### src/rtl/crc5_append_stage_if.sv
// Handshake bundle for crc5_append_stage.
// Upstream side: DATA_UP / VALID_UP / READY_UP (payload words from the receive FIFO).
// Downstream side: DATA_DOWN / VALID_DOWN / READY_DOWN ({payload, crc5} to the consumer).
// Status: BUSY (CRC in progress), WORD_CNT (words delivered downstream).
// slave modport is the stage itself; master modport is whatever drives and observes it.
interface crc5_append_stage_if #(
  parameter int unsigned WIDTH     = 10,
  parameter int unsigned CNT_WIDTH = 16
);
  logic [WIDTH-1:0]     DATA_UP;
  logic                 VALID_UP;
  logic                 READY_UP;
  logic [WIDTH+4:0]     DATA_DOWN;
  logic                 VALID_DOWN;
  logic                 READY_DOWN;
  logic                 BUSY;
  logic [CNT_WIDTH-1:0] WORD_CNT;

  modport slave (
    input  DATA_UP, VALID_UP, READY_DOWN,
    output READY_UP, DATA_DOWN, VALID_DOWN, BUSY, WORD_CNT
  );

  modport master (
    output DATA_UP, VALID_UP, READY_DOWN,
    input  READY_UP, DATA_DOWN, VALID_DOWN, BUSY, WORD_CNT
  );
endinterface

### src/rtl/crc5_append_stage.sv
// Appends a USB-style CRC5 (x^5+x^2+1, init 5'h1F, inverted output) to each payload word.
// The CRC is computed bit-serially, MSB first, one bit per clock.
// Ports:
//   CLK    - clock, rising edge
//   RESET  - asynchronous reset, active high
//   bus_io - handshake bundle (slave side): DATA_UP/VALID_UP/READY_UP in,
//            DATA_DOWN/VALID_DOWN/READY_DOWN out, BUSY and WORD_CNT status.
module crc5_append_stage #(
  parameter int unsigned WIDTH     = 10,
  parameter int unsigned CNT_WIDTH = 16
) (
  input  logic                   CLK,
  input  logic                   RESET,
  crc5_append_stage_if.slave     bus_io
);

  localparam int unsigned BitW = (WIDTH > 1) ? $clog2(WIDTH) : 1;
  localparam logic [BitW-1:0] LastBit = BitW'(WIDTH - 1);

  typedef enum logic [1:0] {StIdle, StCalc, StOut} state_e;

  state_e               state_q, state_d;
  logic [WIDTH-1:0]     payload_q;
  logic [WIDTH-1:0]     shift_q;
  logic [4:0]           crc_q;
  logic [BitW-1:0]      bit_cnt_q;
  logic [WIDTH+4:0]     data_down_q;
  logic                 valid_down_q;
  logic [CNT_WIDTH-1:0] word_cnt_q;

  logic       ready_up;
  logic       busy;
  logic       accept;
  logic       down_hs;
  logic       last_bit;
  logic       fb;
  logic [4:0] crc_step;

  assign accept   = bus_io.VALID_UP && ready_up;
  assign down_hs  = (state_q == StOut) && valid_down_q && bus_io.READY_DOWN;
  assign last_bit = (bit_cnt_q == LastBit);

  // One serial CRC step on the current shift-register MSB.
  assign fb       = shift_q[WIDTH-1] ^ crc_q[4];
  assign crc_step = {crc_q[3:0], 1'b0} ^ (fb ? 5'b00101 : 5'b00000);

  // State register
  always_ff @(posedge CLK or posedge RESET) begin
    if (RESET) begin
      state_q <= StIdle;
    end else begin
      state_q <= state_d;
    end
  end

  // Next-state logic
  always_comb begin
    state_d = state_q;
    unique case (state_q)
      StIdle: if (accept) state_d = StCalc;
      StCalc: if (last_bit) state_d = StOut;
      StOut: begin
        // A new word accepted during the downstream handshake skips IDLE.
        if (down_hs) state_d = bus_io.VALID_UP ? StCalc : StIdle;
      end
      default: state_d = StIdle;
    endcase
  end

  // Output logic; READY_UP follows READY_DOWN in OUT so words can flow back-to-back.
  always_comb begin
    ready_up = 1'b0;
    busy     = 1'b0;
    unique case (state_q)
      StIdle:  ready_up = 1'b1;
      StCalc:  busy     = 1'b1;
      StOut:   ready_up = bus_io.READY_DOWN;
      default: ready_up = 1'b0;
    endcase
  end

  // Datapath
  always_ff @(posedge CLK or posedge RESET) begin
    if (RESET) begin
      payload_q    <= '0;
      shift_q      <= '0;
      crc_q        <= 5'h1F;
      bit_cnt_q    <= '0;
      data_down_q  <= '0;
      valid_down_q <= 1'b0;
      word_cnt_q   <= '0;
    end else begin
      if (down_hs) begin
        valid_down_q <= 1'b0;
        word_cnt_q   <= word_cnt_q + 1'b1;
      end
      if (accept) begin
        payload_q <= bus_io.DATA_UP;
        shift_q   <= bus_io.DATA_UP;
        crc_q     <= 5'h1F;
        bit_cnt_q <= '0;
      end else if (state_q == StCalc) begin
        shift_q   <= shift_q << 1;
        crc_q     <= crc_step;
        bit_cnt_q <= bit_cnt_q + 1'b1;
        if (last_bit) begin
          data_down_q  <= {payload_q, ~crc_step};
          valid_down_q <= 1'b1;
        end
      end
    end
  end

  assign bus_io.READY_UP   = ready_up;
  assign bus_io.BUSY       = busy;
  assign bus_io.DATA_DOWN  = data_down_q;
  assign bus_io.VALID_DOWN = valid_down_q;
  assign bus_io.WORD_CNT   = word_cnt_q;

endmodule

### src/flat_wrapper.sv
// flat-port wrapper written by rule: the top's interface ports become plain ports
module crc5_append_stage_flat 
#(
  parameter int unsigned WIDTH     = 10,
  parameter int unsigned CNT_WIDTH = 16
)
  (CLK, RESET, bus_io_DATA_UP, bus_io_VALID_UP, bus_io_READY_DOWN, bus_io_READY_UP, bus_io_DATA_DOWN, bus_io_VALID_DOWN, bus_io_BUSY, bus_io_WORD_CNT);
  crc5_append_stage_if #(.WIDTH(WIDTH), .CNT_WIDTH(CNT_WIDTH)) bus_io_i ();
  input  logic CLK;
  input  logic RESET;
  input wire logic [$bits(bus_io_i.DATA_UP)-1:0] bus_io_DATA_UP;
  input wire logic [$bits(bus_io_i.VALID_UP)-1:0] bus_io_VALID_UP;
  input wire logic [$bits(bus_io_i.READY_DOWN)-1:0] bus_io_READY_DOWN;
  output wire logic [$bits(bus_io_i.READY_UP)-1:0] bus_io_READY_UP;
  output wire logic [$bits(bus_io_i.DATA_DOWN)-1:0] bus_io_DATA_DOWN;
  output wire logic [$bits(bus_io_i.VALID_DOWN)-1:0] bus_io_VALID_DOWN;
  output wire logic [$bits(bus_io_i.BUSY)-1:0] bus_io_BUSY;
  output wire logic [$bits(bus_io_i.WORD_CNT)-1:0] bus_io_WORD_CNT;
  assign bus_io_i.DATA_UP = bus_io_DATA_UP;
  assign bus_io_i.VALID_UP = bus_io_VALID_UP;
  assign bus_io_i.READY_DOWN = bus_io_READY_DOWN;
  assign bus_io_READY_UP = bus_io_i.READY_UP;
  assign bus_io_DATA_DOWN = bus_io_i.DATA_DOWN;
  assign bus_io_VALID_DOWN = bus_io_i.VALID_DOWN;
  assign bus_io_BUSY = bus_io_i.BUSY;
  assign bus_io_WORD_CNT = bus_io_i.WORD_CNT;
  crc5_append_stage #(.WIDTH(WIDTH), .CNT_WIDTH(CNT_WIDTH)) u_core (.CLK(CLK), .RESET(RESET), .bus_io(bus_io_i));
endmodule
### config.mk
export PLATFORM = sky130hd
export DESIGN_NAME = crc5_append_stage_flat
export DESIGN_NICKNAME = d
export VERILOG_FILES = /design/src/rtl/crc5_append_stage_if.sv /design/src/rtl/crc5_append_stage.sv /design/src/flat_wrapper.sv
export SDC_FILE = /design/constraint.sdc
export NUM_CORES = 1
export LEC_CHECK = 0
export BUFFER_PORTS_ARGS = -buffer_cell sky130_fd_sc_hd__buf_2
export CORE_UTILIZATION = 48
export DETAILED_ROUTE_END_ITERATION = 7
export GPL_TIMING_DRIVEN = 0
export PLACE_DENSITY = 0.78
export RECOVER_POWER = 50
export SLEW_MARGIN = 20
export SYNTH_ARGS = -nofsm -noshare
export SYNTH_HDL_FRONTEND = slang
export SYNTH_SLANG_ARGS = --single-unit
### constraint.sdc
create_clock -name CLK -period 4.8 [get_ports CLK]
set_clock_uncertainty 0.2 [all_clocks]
set_input_delay 0.72 -clock CLK [delete_from_list [all_inputs] [get_ports CLK]]
set_output_delay 0.72 -clock CLK [all_outputs]
set_load 0.05 [all_outputs]
==> summary.txt <==
Power
  – Seq pwr share: around two fifths
  – Pwr Total: a little over 0.002 W
  – Sw Pwr: about 0.00079 W
  – Switch share: around two fifths
  – Internal Power: approximately 0.0013 W
  – Clock share of power: between 20% and 30%
  – Peak VDD IR: just under 0.0004 V
  – Combinational power share: about 35%
  – Leak: between 1.5 and 2 nW
  – PwrDens: 649 nW/um^2

Global route
  – Total gr overflow: 0
  – All-layer global routing usage: 20.6%
  – Initial antenna violation count: 0
  – First-pass GRT wire length: between 8000 and 9000 um
  – Vias in the first global route: between 1500 and 2000
  – Largest net degree at the start of global routing: 50

Timing
  – FMAX: 390 MHz
  – Slew Viols, Final: 0
  – Crit share post-route: a little over half
  – Relative slew slack: 50.5%
  – RSZ-0062 raised after global routing: false
  – Tmin final: around 2.6 ns
  – Final hold viol count: 0
  – TNS Setup: 0 ns
  – Final setup viols: 0
  – Worst Tran Pin Value: 0.738 ns

Synth
  – EDFF count, synth: 0
  – Synthesized flop and latch total: 63
  – Async set or reset register ratio after synthesis: 100%
  – Synth Flop Type: dfrtp_1
  – Register area share after synthesis: between 60% and 70%
  – Synthesized net count: between 200 and 300
  – Yosys warns: 0
  – Synth unique cells: 29
  – Syn Inst Count: approximately 240
  – Synth Cell Area: 2600 sq um
  – Syn avg cell area: 10.7 sq um

Finish
  – Post-route cell area: 3150 sq um
  – Layout Area Growth over Synthesis: 21.1%
  – Final non-filler cell total: roughly 380
  – Final Net Count: 320
  – Final core occ: roughly 60%
  – Fraction of layout cells with a size suffix above 1: a little over a quarter
  – Ant diodes: 0
  – Most frequent cells in the layout: nand2_1 (82), dfrtp_1 (58), buf_2 (49)
  – Most common cell after layout, fill and taps aside: nand2_1

Route
  – Initial DRT Pass Iterations: 4
  – Routed WL: about 5100 um
  – DR vias: 1941
  – Initial DRC Count: 120
  – Drt wl/cell: roughly 14 um
  – DR vias/cell: 5.15
  – DRC viols: 0
  – Post-route ant nets: 0

Place
  – Cell Area, Placed: just under 3000 sq um
  – Post-DP HPWL: 3540 um
  – # port buffers: 47
  – Gp weighted congestion: roughly 0.75
  – Dpl cells: 362

Clocking
  – Clk_lat worst skew: roughly 0.33 ns
  – Clk sink count: 63
  – Post-CTS Setup Inserts: 0
  – CTS buffer count: 9
  – H-tree Lvls: 3
  – Hold_buf cts: 0
  – TritonCTS clock tree: done
  – Clk slew on worst S/H paths: roughly 0.07 ns
  – Max clock buf depth: 2
  – Cts repair resizes: 0
  – Clock Tree Root: clkbuf_8

Worst setup path
  – Worst R2R End: u_core.bus_io.WORD_CNT[15]$_DFFE_PP0P_
  – CP startpoint kind: flop
  – R2R setup slack: around 2.8 ns
  – Critical R2R Launch: u_core.state_q[0]$_DFFE_PP0P_
  – Critical path origin: u_core.state_q[1]$_DFFE_PP0P_
  – Data required time at the worst endpoint: about 3.9 ns
  – CP endpoint kind: output pin
  – Worst EP arrival: ~1.6 ns
  – WS Path Type: reg -> out
  – Max FO, Critical Path: 10
  – Worst r2r path cells: 4

Die
  – Starting Density: 50.2%
  – Core Area: 5170 sq um
  – Die width: ~76 um
  – Site Rows: 26
  – Die area: roughly 5700 sq um
  – Die Y: 75.6 um
  – I/O pin count: 48

Worst hold path
  – Worst min path class: in -> async

Flow run
  – Max-Cap Viols: 0

Run status
  – Status: finished clean
## area by class of cell
class,count,area [sq um]
buffer,10,48.8
clock buffer,11,141
clock inverter,4,70.1
fill,450,2020
inverter,5,20.0
multi-input combinational,166,936
sequential,63,1580
tap,70,87.6
timing repair buffer,48,262
## worst max-delay path, cell delays in order, from the launching register on
cell      delay, ns
dfrtp_1        0.41
nand2b_1       0.20
inv_2          0.15
buf_2          0.25
buf_2          0.30
## power by group through the flow
stage / registers [W] / logic [W] / clock network (W)
final: 0.000844 / 0.000707 / 0.000493
after global routing: 0.000867 / 0.000775 / 0.000525
after CTS: 0.000844 / 0.000716 / 0.000504
after detailed placement: 0.000852 / 0.000713 / 0
after global placement: 0.000843 / 0.000689 / 0
after floorplan: 0.00103 / 0.000352 / 0
## metal layers
layer / vias to the layer above / wire (um) / global-route usage (%)
li1: 920 / - / -
met4: 0 / 31 / 9.88
met5: - / 0 / 0
met1: 961 / 2400 / 26.6
met2: 53 / 2430 / 32.4
met3: 7 / 260 / 5.42
## registers in the layout, summed over array words and instances (netlist names)
register,cells
u_core.bus_io.WORD_CNT,16
u_core.bus_io.DATA_DOWN,15
u_core.payload_q,10
u_core.shift_q,10
u_core.crc_q,5
u_core.bit_cnt_q,4
u_core.state_q,2
u_core.bus_io.VALID_DOWN,1
## kinds of logic after synthesis
logic type               share of synthesized area (%)
AND/OR/NAND/NOR                                   18.0
flip-flops                                        60.9
AO/OA/AOI/OAI                                     5.87
XOR/XNOR                                          6.74
buffers and inverters                             2.70
multiplexers                                      4.33
adder cells (fa/ha/maj)                           1.44
## worst max path at each step
stage                                                   to  slack, ns  depth (start not counted)
floorplan                  u_core.bit_cnt_q[0]$_DFFE_PP0P_       2.32                          1
global placement    u_core.bus_io.DATA_DOWN[4]$_DFFE_PP0P_       1.58                          2
detailed placement                             bus_io_BUSY       2.59                          4
CTS                                            bus_io_BUSY       2.22                          4
global route                                   bus_io_BUSY       2.16                          4
finish                                         bus_io_BUSY       2.24                          4
## cells in the mapped netlist (2+ instances only)
master    number  share of area [%]
nand2_1       82                 12
nand3_1        6                1.2
xor2_1         4                1.3
inv_1          4               0.58
o21ai_0       11                2.1
nor2_1         6               0.87
mux2_2        10                4.3
dfstp_2        5                5.1
clkbuf_1       3               0.43
o22ai_1        2               0.48
buf_2          5               0.96
nor3_1         2               0.39
dfrtp_1       58                 56
xnor2_1       16                5.4
buf_4          2               0.58
ha_1           3                1.4
a22oi_1        9                2.6
nand4_1        5                1.2
## through the flow
| step | hold slack (ns) | worst slack (ns) |
|---|---|---|
| after floorplan | 0.235 | 2.32 |
| final | 0.267 | 2.24 |
| after global routing | 0.292 | 2.16 |
| after CTS | 0.101 | 2.22 |
| after detailed placement | 0.257 | 2.59 |
| after global placement | 0.250 | 1.58 |
Power figures use the tool's default switching activity.
